### src/rtl/adder_float.sv
// adder_float: pipelined floating-point adder for {sign, biased exponent, fraction} operands.
// Operands are registered on entry, then pass through align, add/subtract and
// normalize/round stages, so a result appears three edges after its operands are sampled.
// Denormal inputs are flushed to zero; Inf/NaN inputs and overflow raise exce_out.
module adder_float #(
    parameter int WIDTH       = 32,
    parameter int WIDTH_exp   = 8,
    parameter int WIDTH_mat   = 23,
    parameter int WIDTH_round = 30
) (
    input  logic             CLK,
    input  logic             RST,
    input  logic [WIDTH-1:0] OP1,
    input  logic [WIDTH-1:0] OP2,
    input  logic             exce_in,
    output logic             exce_out,
    output logic [WIDTH-1:0] result
);

    // Guard bits below the fraction; the lowest one collects sticky information.
    localparam int GRD = WIDTH_round - WIDTH_mat - 2;
    // Exponent working width: one bit of headroom plus a sign bit for underflow detection.
    localparam int EW  = WIDTH_exp + 2;
    localparam int LW  = $clog2(WIDTH_round);
    // Normalized magnitude width (carry position dropped).
    localparam int NW  = WIDTH_round - 1;
    localparam logic [WIDTH_exp-1:0] EXP_ONES = '1;

    // ---------------- operand capture ----------------
    logic [WIDTH-1:0] in_a_reg, in_b_reg;
    logic             in_exce_reg;

    // Sample the operand pair and upstream exception flag every cycle.
    always_ff @(posedge CLK) begin
        if (RST) begin
            in_a_reg    <= '0;
            in_b_reg    <= '0;
            in_exce_reg <= 1'b0;
        end else begin
            in_a_reg    <= OP1;
            in_b_reg    <= OP2;
            in_exce_reg <= exce_in;
        end
    end

    // ---------------- stage 1: unpack, swap, align ----------------
    logic                   sign_a, sign_b, zero_a, zero_b, spec_a, spec_b, a_first;
    logic [WIDTH_exp-1:0]   exp_a, exp_b, exp_l, exp_s, exp_diff;
    logic [WIDTH-2:0]       key_a, key_b;
    logic [WIDTH_round-1:0] mant_a, mant_b, mant_l, mant_s, mant_s_aligned, shift_mask;
    logic                   sign_l, sign_s;

    assign sign_a = in_a_reg[WIDTH-1];
    assign sign_b = in_b_reg[WIDTH-1];
    assign exp_a  = in_a_reg[WIDTH-2 -: WIDTH_exp];
    assign exp_b  = in_b_reg[WIDTH-2 -: WIDTH_exp];
    assign zero_a = (exp_a == '0);
    assign zero_b = (exp_b == '0);
    assign spec_a = (exp_a == EXP_ONES);
    assign spec_b = (exp_b == EXP_ONES);
    // Magnitude keys with denormals flushed to zero; ties keep OP1 as the larger.
    assign key_a   = zero_a ? '0 : in_a_reg[WIDTH-2:0];
    assign key_b   = zero_b ? '0 : in_b_reg[WIDTH-2:0];
    assign a_first = (key_a >= key_b);
    // Extended mantissa: {carry, hidden, fraction, guard}; a zero operand has no hidden bit.
    assign mant_a = {1'b0, ~zero_a, in_a_reg[WIDTH_mat-1:0] & {WIDTH_mat{~zero_a}}, {GRD{1'b0}}};
    assign mant_b = {1'b0, ~zero_b, in_b_reg[WIDTH_mat-1:0] & {WIDTH_mat{~zero_b}}, {GRD{1'b0}}};
    assign exp_diff = exp_l - exp_s;

    // Order the operands so the larger magnitude comes first.
    always_comb begin
        if (a_first) begin
            sign_l = sign_a; sign_s = sign_b; exp_l = exp_a; exp_s = exp_b;
            mant_l = mant_a; mant_s = mant_b;
        end else begin
            sign_l = sign_b; sign_s = sign_a; exp_l = exp_b; exp_s = exp_a;
            mant_l = mant_b; mant_s = mant_a;
        end
    end

    // Right-shift the smaller mantissa, folding every shifted-out bit into the sticky LSB.
    always_comb begin
        shift_mask     = ~({WIDTH_round{1'b1}} << exp_diff);
        mant_s_aligned = mant_s >> exp_diff;
        if (int'(exp_diff) >= WIDTH_round)
            mant_s_aligned = {{(WIDTH_round-1){1'b0}}, |mant_s};
        else
            mant_s_aligned[0] = mant_s_aligned[0] | (|(mant_s & shift_mask));
    end

    logic                   s1_sign_l_reg, s1_sign_s_reg, s1_special_reg, s1_special_sign_reg;
    logic                   s1_bypass_reg, s1_exce_reg;
    logic [WIDTH_exp-1:0]   s1_exp_reg;
    logic [WIDTH_round-1:0] s1_mant_l_reg, s1_mant_s_reg;
    logic [WIDTH-1:0]       s1_bypass_val_reg;

    // Stage-1 register: aligned magnitudes plus the special/zero side paths.
    always_ff @(posedge CLK) begin
        if (RST) begin
            s1_sign_l_reg <= 1'b0; s1_sign_s_reg <= 1'b0; s1_exp_reg <= '0;
            s1_mant_l_reg <= '0; s1_mant_s_reg <= '0;
            s1_special_reg <= 1'b0; s1_special_sign_reg <= 1'b0;
            s1_bypass_reg <= 1'b0; s1_bypass_val_reg <= '0; s1_exce_reg <= 1'b0;
        end else begin
            s1_sign_l_reg       <= sign_l;
            s1_sign_s_reg       <= sign_s;
            s1_exp_reg          <= exp_l;
            s1_mant_l_reg       <= mant_l;
            s1_mant_s_reg       <= mant_s_aligned;
            s1_special_reg      <= spec_a | spec_b;
            s1_special_sign_reg <= spec_a ? sign_a : sign_b;
            s1_bypass_reg       <= zero_a | zero_b;
            s1_bypass_val_reg   <= (zero_a & zero_b) ? '0 : (zero_a ? in_b_reg : in_a_reg);
            s1_exce_reg         <= in_exce_reg;
        end
    end

    // ---------------- stage 2: add or subtract magnitudes ----------------
    logic [WIDTH_round-1:0] sum_next;
    assign sum_next = (s1_sign_l_reg == s1_sign_s_reg) ? (s1_mant_l_reg + s1_mant_s_reg)
                                                       : (s1_mant_l_reg - s1_mant_s_reg);

    logic                   s2_sign_reg, s2_special_reg, s2_special_sign_reg, s2_bypass_reg, s2_exce_reg;
    logic [WIDTH_exp-1:0]   s2_exp_reg;
    logic [WIDTH_round-1:0] s2_sum_reg;
    logic [WIDTH-1:0]       s2_bypass_val_reg;

    // Stage-2 register: raw sum; result sign follows the larger operand.
    always_ff @(posedge CLK) begin
        if (RST) begin
            s2_sign_reg <= 1'b0; s2_exp_reg <= '0; s2_sum_reg <= '0;
            s2_special_reg <= 1'b0; s2_special_sign_reg <= 1'b0;
            s2_bypass_reg <= 1'b0; s2_bypass_val_reg <= '0; s2_exce_reg <= 1'b0;
        end else begin
            s2_sign_reg         <= s1_sign_l_reg;
            s2_exp_reg          <= s1_exp_reg;
            s2_sum_reg          <= sum_next;
            s2_special_reg      <= s1_special_reg;
            s2_special_sign_reg <= s1_special_sign_reg;
            s2_bypass_reg       <= s1_bypass_reg;
            s2_bypass_val_reg   <= s1_bypass_val_reg;
            s2_exce_reg         <= s1_exce_reg;
        end
    end

    // ---------------- stage 3: normalize, round, pack ----------------
    logic [LW-1:0]        lzc;
    logic [EW-1:0]        exp_base, exp_norm, exp_fin;
    logic [NW-1:0]        norm;
    logic [WIDTH_mat:0]   mant_keep;
    logic [WIDTH_mat+1:0] mant_rnd;
    logic [WIDTH_mat-1:0] frac_fin;
    logic                 round_up, underflow, overflow;
    logic [WIDTH-1:0]     result_next;
    logic                 exce_next;

    assign exp_base = {2'b00, s2_exp_reg};

    // Leading-zero count measured from the hidden-bit position.
    always_comb begin
        lzc = '0;
        for (int i = 0; i < WIDTH_round - 1; i++)
            if (s2_sum_reg[i]) lzc = LW'(WIDTH_round - 2 - i);
    end

    // Bring the leading one to the hidden position and adjust the exponent.
    always_comb begin
        if (s2_sum_reg[WIDTH_round-1]) begin
            norm     = s2_sum_reg[WIDTH_round-1:1];
            norm[0]  = s2_sum_reg[1] | s2_sum_reg[0];
            exp_norm = exp_base + EW'(1);
        end else begin
            norm     = NW'(s2_sum_reg << lzc);
            exp_norm = exp_base - EW'(lzc);
        end
    end

    assign mant_keep = norm[NW-1 -: WIDTH_mat+1];
    assign round_up  = norm[GRD-1] & ((|norm[GRD-2:0]) | mant_keep[0]);
    assign mant_rnd  = {1'b0, mant_keep} + (WIDTH_mat+2)'(round_up);

    // Round to nearest even; a carry out of the mantissa bumps the exponent.
    always_comb begin
        exp_fin  = exp_norm;
        frac_fin = mant_rnd[WIDTH_mat-1:0];
        if (mant_rnd[WIDTH_mat+1]) begin
            exp_fin  = exp_norm + EW'(1);
            frac_fin = mant_rnd[WIDTH_mat:1];
        end
    end

    assign underflow = exp_fin[EW-1] || (exp_fin == '0);
    assign overflow  = !underflow && (exp_fin >= {2'b00, EXP_ONES});

    // Pick the final word: specials, zero pass-through, cancellation/underflow, overflow, normal.
    always_comb begin
        result_next = {s2_sign_reg, exp_fin[WIDTH_exp-1:0], frac_fin};
        exce_next   = s2_exce_reg;
        if (s2_special_reg) begin
            result_next = {s2_special_sign_reg, EXP_ONES, {WIDTH_mat{1'b0}}};
            exce_next   = 1'b1;
        end else if (s2_bypass_reg) begin
            result_next = s2_bypass_val_reg;
        end else if ((s2_sum_reg == '0) || underflow) begin
            result_next = '0;
        end else if (overflow) begin
            result_next = {s2_sign_reg, EXP_ONES, {WIDTH_mat{1'b0}}};
            exce_next   = 1'b1;
        end
    end

    // Output register.
    always_ff @(posedge CLK) begin
        if (RST) begin
            result   <= '0;
            exce_out <= 1'b0;
        end else begin
            result   <= result_next;
            exce_out <= exce_next;
        end
    end

endmodule

### config.mk
export PLATFORM = sky130hd
export DESIGN_NAME = adder_float
export DESIGN_NICKNAME = d
export VERILOG_FILES = /design/src/rtl/adder_float.sv
export SDC_FILE = /design/constraint.sdc
export NUM_CORES = 1
export LEC_CHECK = 0
export ABC_AREA = 1
export BUFFER_PORTS_ARGS = -buffer_cell sky130_fd_sc_hd__buf_2
export CAP_MARGIN = 20
export CORE_MARGIN = 3
export CORE_UTILIZATION = 52
export CTS_CLUSTER_DIAMETER = 120
export DETAILED_ROUTE_END_ITERATION = 6
export PLACE_DENSITY = 0.73
export SYNTH_ARGS = -nofsm -noshare
export SYNTH_HDL_FRONTEND = slang
export SYNTH_SLANG_ARGS = --single-unit
### constraint.sdc
create_clock -name CLK -period 6.38 [get_ports CLK]
set_input_delay 0.638 -clock CLK [delete_from_list [all_inputs] [get_ports CLK]]
set_output_delay 0.638 -clock CLK [all_outputs]
set_load 0.005 [all_outputs]
======== After elaboration in Yosys (flattened, before gate mapping) ========
Index checks and enable logic that the tools add are counted.
cells by class
  add/sub/neg operators ................... 7
  magnitude comparators ................... 3
  equality and inequality tests ........... 3
  shifts and indexed selects .............. 3
  muxes and demuxes ....................... 53
  bitwise logic cells ..................... 13
  reductions and logical operators ........ 14
operator list
  cell                                                  count
  2-to-1 mux 5 bit                                      29
  2-to-1 mux 32 bit                                     4
  2-to-1 mux 31 bit                                     3
  2-to-1 mux 29 bit                                     3
  OR reduction 30 bit                                   2
  bitwise AND 23 bit                                    2
  >= comparator 31 bit                                  1
  adder 30 bit                                          1
  bitwise AND 30 bit                                    1
  zero test 30 bit                                      1
  2-to-1 mux 30 bit                                     1
  NOT 30 bit                                            1
  left shift 30 x 5 -> 29 bit                           1
  left shift 30 x 8 -> 30 bit, first input constant     1
  right shift 30 x 8 -> 30 bit                          1
  subtractor 30 bit                                     1
  adder 24 x 1 -> 25 bit                                1
  2-to-1 mux 23 bit                                     1
  2-to-1 mux 10 bit                                     2
  == test 8 bit, second input constant                  2
  zero test 8 bit                                       2
  2-to-1 mux 8 bit                                      2
  adder 10 x 1 -> 10 bit, second input constant         1
  >= comparator 10 x 8 -> 1 bit, second input constant  1
  15 further kinds                                      31
storage, ports and cells
  flip-flop bits (word level) ............. 279
  bits of input ports ..................... 67
  output and inout port bits .............. 33
  word-level logic and storage cells ...... 121

======== Longest topological paths before layout ========
  word-level depth ........................ 44
  depth in mapped cells ................... 52
  mapped depth without buffers ............ 51

======== Worst setup path before layout ========
No wires, ideal clock.
  kind .................................... register -> register
  start point ............................. register in_b_reg[29]
  end point ............................... register s1_mant_s_reg[0]
  setup time .............................. 0.109 ns
  data arrival time ....................... 5.339 ns
  required time ........................... 6.271 ns
  setup slack ............................. 0.932 ns
  cell stages (with the launch flop) ...... 40
  buffers on the path ..................... 4
  clock period less this slack ............ 5.448 ns
  path through ............................ dfxtp_1 inv_1 nand4_1 nor2_1 inv_1 clkbuf_1 buf_1 clkbuf_1 nand2_1 ha_1 a21oi_1 o21ai_0 a21oi_1 o21bai_1 a31oi_1 o21ai_0 nand4_1 nand3_1 [4 not listed] nand2_1 nand2_1 nand2_1 a21oi_1 o21ai_0 xor2_1 nand3_1 clkbuf_1 nor2_1 nand2_1 o21ai_0 nand2_1 nor2_1 nand2_1 nor2_1 nand4_1 nand2_1 inv_1
on the way
  longest elaborated chain between the ends .. 11
  elaborated cells between the ends (all ways) .. 18
  those cells by class .................... 1 x add/sub; 2 x order compare; 2 x shift; 5 x mux; 5 x bitwise; 3 x reduce/logical
ends and longest elaborated chain
  item                         line  RTL
  from (decl)                  30    logic [WIDTH-1:0] in_a_reg, in_b_reg;
  from (signal assigned)       37    in_b_reg <= '0;
  from (signal assigned)       41    in_b_reg <= OP2;
  zero test 8 bit              58    assign zero_b = (exp_b == '0);
  2-to-1 mux 31 bit            63    assign key_b = zero_b ? '0 : in_b_reg[WIDTH-2:0];
  >= comparator 31 bit         64    assign a_first = (key_a >= key_b);
  2-to-1 mux 8 bit             72    if (a_first) begin
  subtractor 8 bit             68    assign exp_diff = exp_l - exp_s;
  left shift 30 x 8 -> 30 bit  83    shift_mask = ~({WIDTH_round{1'b1}} << exp_diff);
  NOT 30 bit                   83
  bitwise AND 30 bit           88    mant_s_aligned[0] = mant_s_aligned[0] | (|(mant_s & shift_mask));
  OR reduction 30 bit          88
  OR 1 bit                     88
  2-to-1 mux 1 bit *           85    if (int'(exp_diff) >= WIDTH_round)
  to (signal assigned)         109   s1_mant_s_reg <= mant_s_aligned;
  to (decl)                    94    logic [WIDTH_round-1:0] s1_mant_l_reg, s1_mant_s_reg;
Mark *: on every way between the ends. The rest lies on a longest branch, timed or not.
A chain may end at the register's enable or synchronous reset.

======== Worst setup path after layout ========
  start point ............................. register in_a_reg[23]
  end point ............................... register s1_mant_s_reg[0]
on the way
  longest elaborated chain between the ends .. 11
  elaborated cells between the ends (all ways) .. 18
  those cells by class .................... 1 x add/sub; 2 x order compare; 2 x shift; 5 x mux; 5 x bitwise; 3 x reduce/logical
ends and longest elaborated chain
  item                         line  RTL
  from (decl)                  30
  from (signal assigned)       36    in_a_reg <= '0;
  from (signal assigned)       40    in_a_reg <= OP1;
  zero test 8 bit              57    assign zero_a = (exp_a == '0);
  2-to-1 mux 31 bit            62    assign key_a = zero_a ? '0 : in_a_reg[WIDTH-2:0];
  >= comparator 31 bit         64
  2-to-1 mux 8 bit             72
  subtractor 8 bit             68
  left shift 30 x 8 -> 30 bit  83
  NOT 30 bit                   83
  bitwise AND 30 bit           88
  OR reduction 30 bit          88
  OR 1 bit                     88
  2-to-1 mux 1 bit *           85
Marks and branches as above.

==> flow_metrics.env <==
export IMPL_place_inst=2983
export IMPL_dr_pass1_iters=6
export IMPL_layout_drive_gt1_share=0.102
export IMPL_instances_no_fill=3042
export IMPL_start_util=0.532
export IMPL_fin_setup_tns_ns=0
export IMPL_wl_per_cell_um=17.3
export IMPL_yosysMostFrequentCell="nand2_1"
export IMPL_clock_path_buffers=3
export IMPL_dieHeight_um=184
export IMPL_drcViolationCount=0
export IMPL_clk_pin_slew_worst_paths_ns=0.07
export IMPL_synthCells=2562
export IMPL_setup_violations=0
export IMPL_syn_nets=2696
export IMPL_grt_pass1_wl_mm=83.1
export IMPL_fmaxAchievable_mhz=171
export IMPL_grt_max_degree=93
export IMPL_worst_setup_path_end_kind="register"
export IMPL_critical_path_class="reg -> reg"
export IMPL_synth_edf_count=0
export IMPL_cp_common_cell="nand2_1"
export IMPL_drv_slew=0
export IMPL_power_density_nw_per_um2=508
export IMPL_holdCritPathClass="in -> reg"
export IMPL_synth_area_top_cells="dfxtp_1 33%, nand2_1 11%, nor2_1 8.5%, inv_1 8.2%, nand3_1 7.0%"
export IMPL_ff_latch_area_sq_um=5450
export IMPL_io_buffers=99
export IMPL_die_area_sq_um=33700
export IMPL_synth_top_cell_by_area="dfxtp_1"
export IMPL_synth_compound_area_frac=0.148
export IMPL_hold_slack_ns=0.294
export IMPL_nets=2758
export IMPL_cts_root_buf="clkbuf_16"
export IMPL_gp_congestion=1.05
export IMPL_synthSimpleGateAreaFrac=0.319
export IMPL_grt_ovfl_total=0
export IMPL_cts_hold_buf=0
export IMPL_status="complete, no violations"
export IMPL_tightest_slew_ns=1.09
export IMPL_diodes=0
export IMPL_synth_warnings=0
export IMPL_synth_area_sq_um=16400
export IMPL_insertion_delay_ns=0.54
export IMPL_synth_cell_types=55
export IMPL_ff2ff_path_depth=37
export IMPL_drv_cap=0
export IMPL_r2r_slack_ns=0.55
export IMPL_postSynthAreaPerCell_sq_um=6.40
export IMPL_synth_seq_cells=272
export IMPL_ios=100
export IMPL_ir_worst_vdd_mv=0.229
export IMPL_slowest_delay_ns=0.36
export IMPL_whs_endpoint="in_b_reg[7]$_SDFF_PP0_"
export IMPL_critPathSlowestCell="dfxtp_1"
export IMPL_grt_pass1_vias=15568
export IMPL_synth_fa_ha_area_frac=0.0520
export IMPL_cp_arrival_ns=6.28
export IMPL_cp_required_ns=6.83
export IMPL_core_area_sq_um=30800
export IMPL_synth_top_area_share=0.332
export IMPL_hold_viol_final=0
export IMPL_muxShareOfSynthArea=0.00183
export IMPL_holdPathStages=3
export IMPL_yosysSeqAreaShare=0.332
export IMPL_ant_nets=0
export IMPL_routed_wl_mm=52.7
export IMPL_synthFlopType="dfxtp_1"
export IMPL_async_flop_share=0
export IMPL_synth_top_family_by_area="simple AND/OR/NAND/NOR gates"
export IMPL_worst_path_max_fanout=18
export IMPL_ys_top_cells_by_count="501 x nand2_1, 371 x nor2_1, 360 x inv_1, 272 x dfxtp_1, 230 x nand3_1"
export IMPL_crit_path_start="in_a_reg[23]$_SDFF_PP0_"
export IMPL_num_vias=16600
export IMPL_fin_crit_sh=0.914
export IMPL_area_delta_synth_final_pct=12.1
export IMPL_period_minus_slack_ns=5.83
export IMPL_reg2reg_to="s1_mant_s_reg[0]$_SDFF_PP0_"
export IMPL_multiInputGateArea_sq_um=9100
export IMPL_vias_per_cell=5.46
export IMPL_cts_buffers=28
export IMPL_rr_startpoint="in_a_reg[23]$_SDFF_PP0_"
export IMPL_relSlewSlack=0.273
export IMPL_dp_hpwl_mm=40.4
export IMPL_cts_sinks=272
export IMPL_fillers=3010
export IMPL_synth_xor_area_frac=0.0310
export IMPL_start_kind="register"
export IMPL_initialDrtViolationCount=1944
export IMPL_antenna_found_initial=1
export IMPL_die_w_um=184
export IMPL_cts_tree="yes"
export IMPL_clock_skew_ns=0.0154
export IMPL_hp_start="OP2[7]"
export IMPL_htreeDepth=1
export IMPL_grt_setup_unrepaired="false"
export IMPL_power_leakage_nw=8.84
export IMPL_track_usage=0.306
export IMPL_rows=64
-- worst max path at each step --
stage	to	slack (ns)
after floorplan	s1_mant_s_reg[0]$_SDFF_PP0_	0.93
after global placement	result[2]$_SDFF_PP0_	0.42
after detailed placement	result[5]$_SDFF_PP0_	0.37
after CTS	result[5]$_SDFF_PP0_	0.35
after global routing	s2_sum_reg[29]$_SDFF_PP0_	0.006
final	s1_mant_s_reg[0]$_SDFF_PP0_	0.55
-- logic make-up after synthesis --
group | Yosys count
adder cells (fa/ha/maj) | 67
XOR/XNOR | 58
AND/OR/NAND/NOR | 1229
multiplexers | 3
flip-flops | 272
buffers and inverters | 494
AO/OA/AOI/OAI | 439
-- through the flow --
stage | worst slack, ns | area (sq um) | power (mW) | util
floorplan | 0.932 | 16400 | 6.02 | -
global placement | 0.422 | 17300 | 7.40 | 0.560
detailed placement | 0.366 | 17300 | 7.42 | 0.560
CTS | 0.348 | 18300 | 9.16 | 0.593
global route | 0.00570 | 18400 | 10.0 | 0.596
finish | 0.547 | 18400 | 9.33 | 0.596
-- report_power, final --
part / switching, mW / internal [mW]
logic: 3.83 / 1.77
registers: 0.119 / 1.88
clock network: 0.676 / 1.06
total: 4.62 / 4.71
-- layer usage --
metal	track usage	part of all wire	vias up
li1	-	-	8352
met1	0.418	0.44	7374
met2	0.501	0.44	740
met3	0.0364	0.073	132
met4	0.114	0.045	2
met5	0	0.00025	-
-- cell usage in the layout, fill, tap and decap left out, drive strengths merged, types with 2 or more instances in the layout --
cell type and instances:
ha 65, inv 365, and2 3, clkinvlp 4, o31ai 4, o41ai 3, nand3 232, nor2 377
nor3 32, a31oi 10, fa 2, nand2 525, a21boi 2, mux2i 3, bufinv 5, o2111ai 2
nand4 40, o211ai 6, or2 6, a211oi 4, o32ai 2, a21oi 189, dfxtp 272, o21ai 175
a21o 2, o22ai 23, xor2 36, o21a 5, nor4 13, clkinv 13, clkbuf 34, buf 156
xnor2 22, o21bai 5
-- cell type report --
| type | count | area share |
|---|---|---|
| clock buffers | 34 | 0.0415 |
| clock inverters | 18 | 0.0131 |
| flip-flops and latches | 272 | 0.296 |
| repair buffers | 156 | 0.0519 |
| multi-input cells | 1797 | 0.495 |
| inverters | 369 | 0.0753 |
| well taps | 396 | 0.0270 |
-- what timing repair did --
item / in CTS / in global routing
buffers inserted: 0 / 5
endpoints found under the setup margin: 0 / 62
resized for setup: 0 / 9
-- critical path: cells and delay by family (launching register included) --
| kind | cells | cell delay, ns |
|---|---|---|
| buf+inv | 5 | 0.85 |
| fa+ha+maj | 2 | 0.54 |
| flops | 1 | 0.36 |
| xor+xnor | 1 | 0.18 |
| compound gates | 9 | 1.47 |
| simple gates | 20 | 2.35 |
No activity file was read; power rests on OpenSTA's default activity.
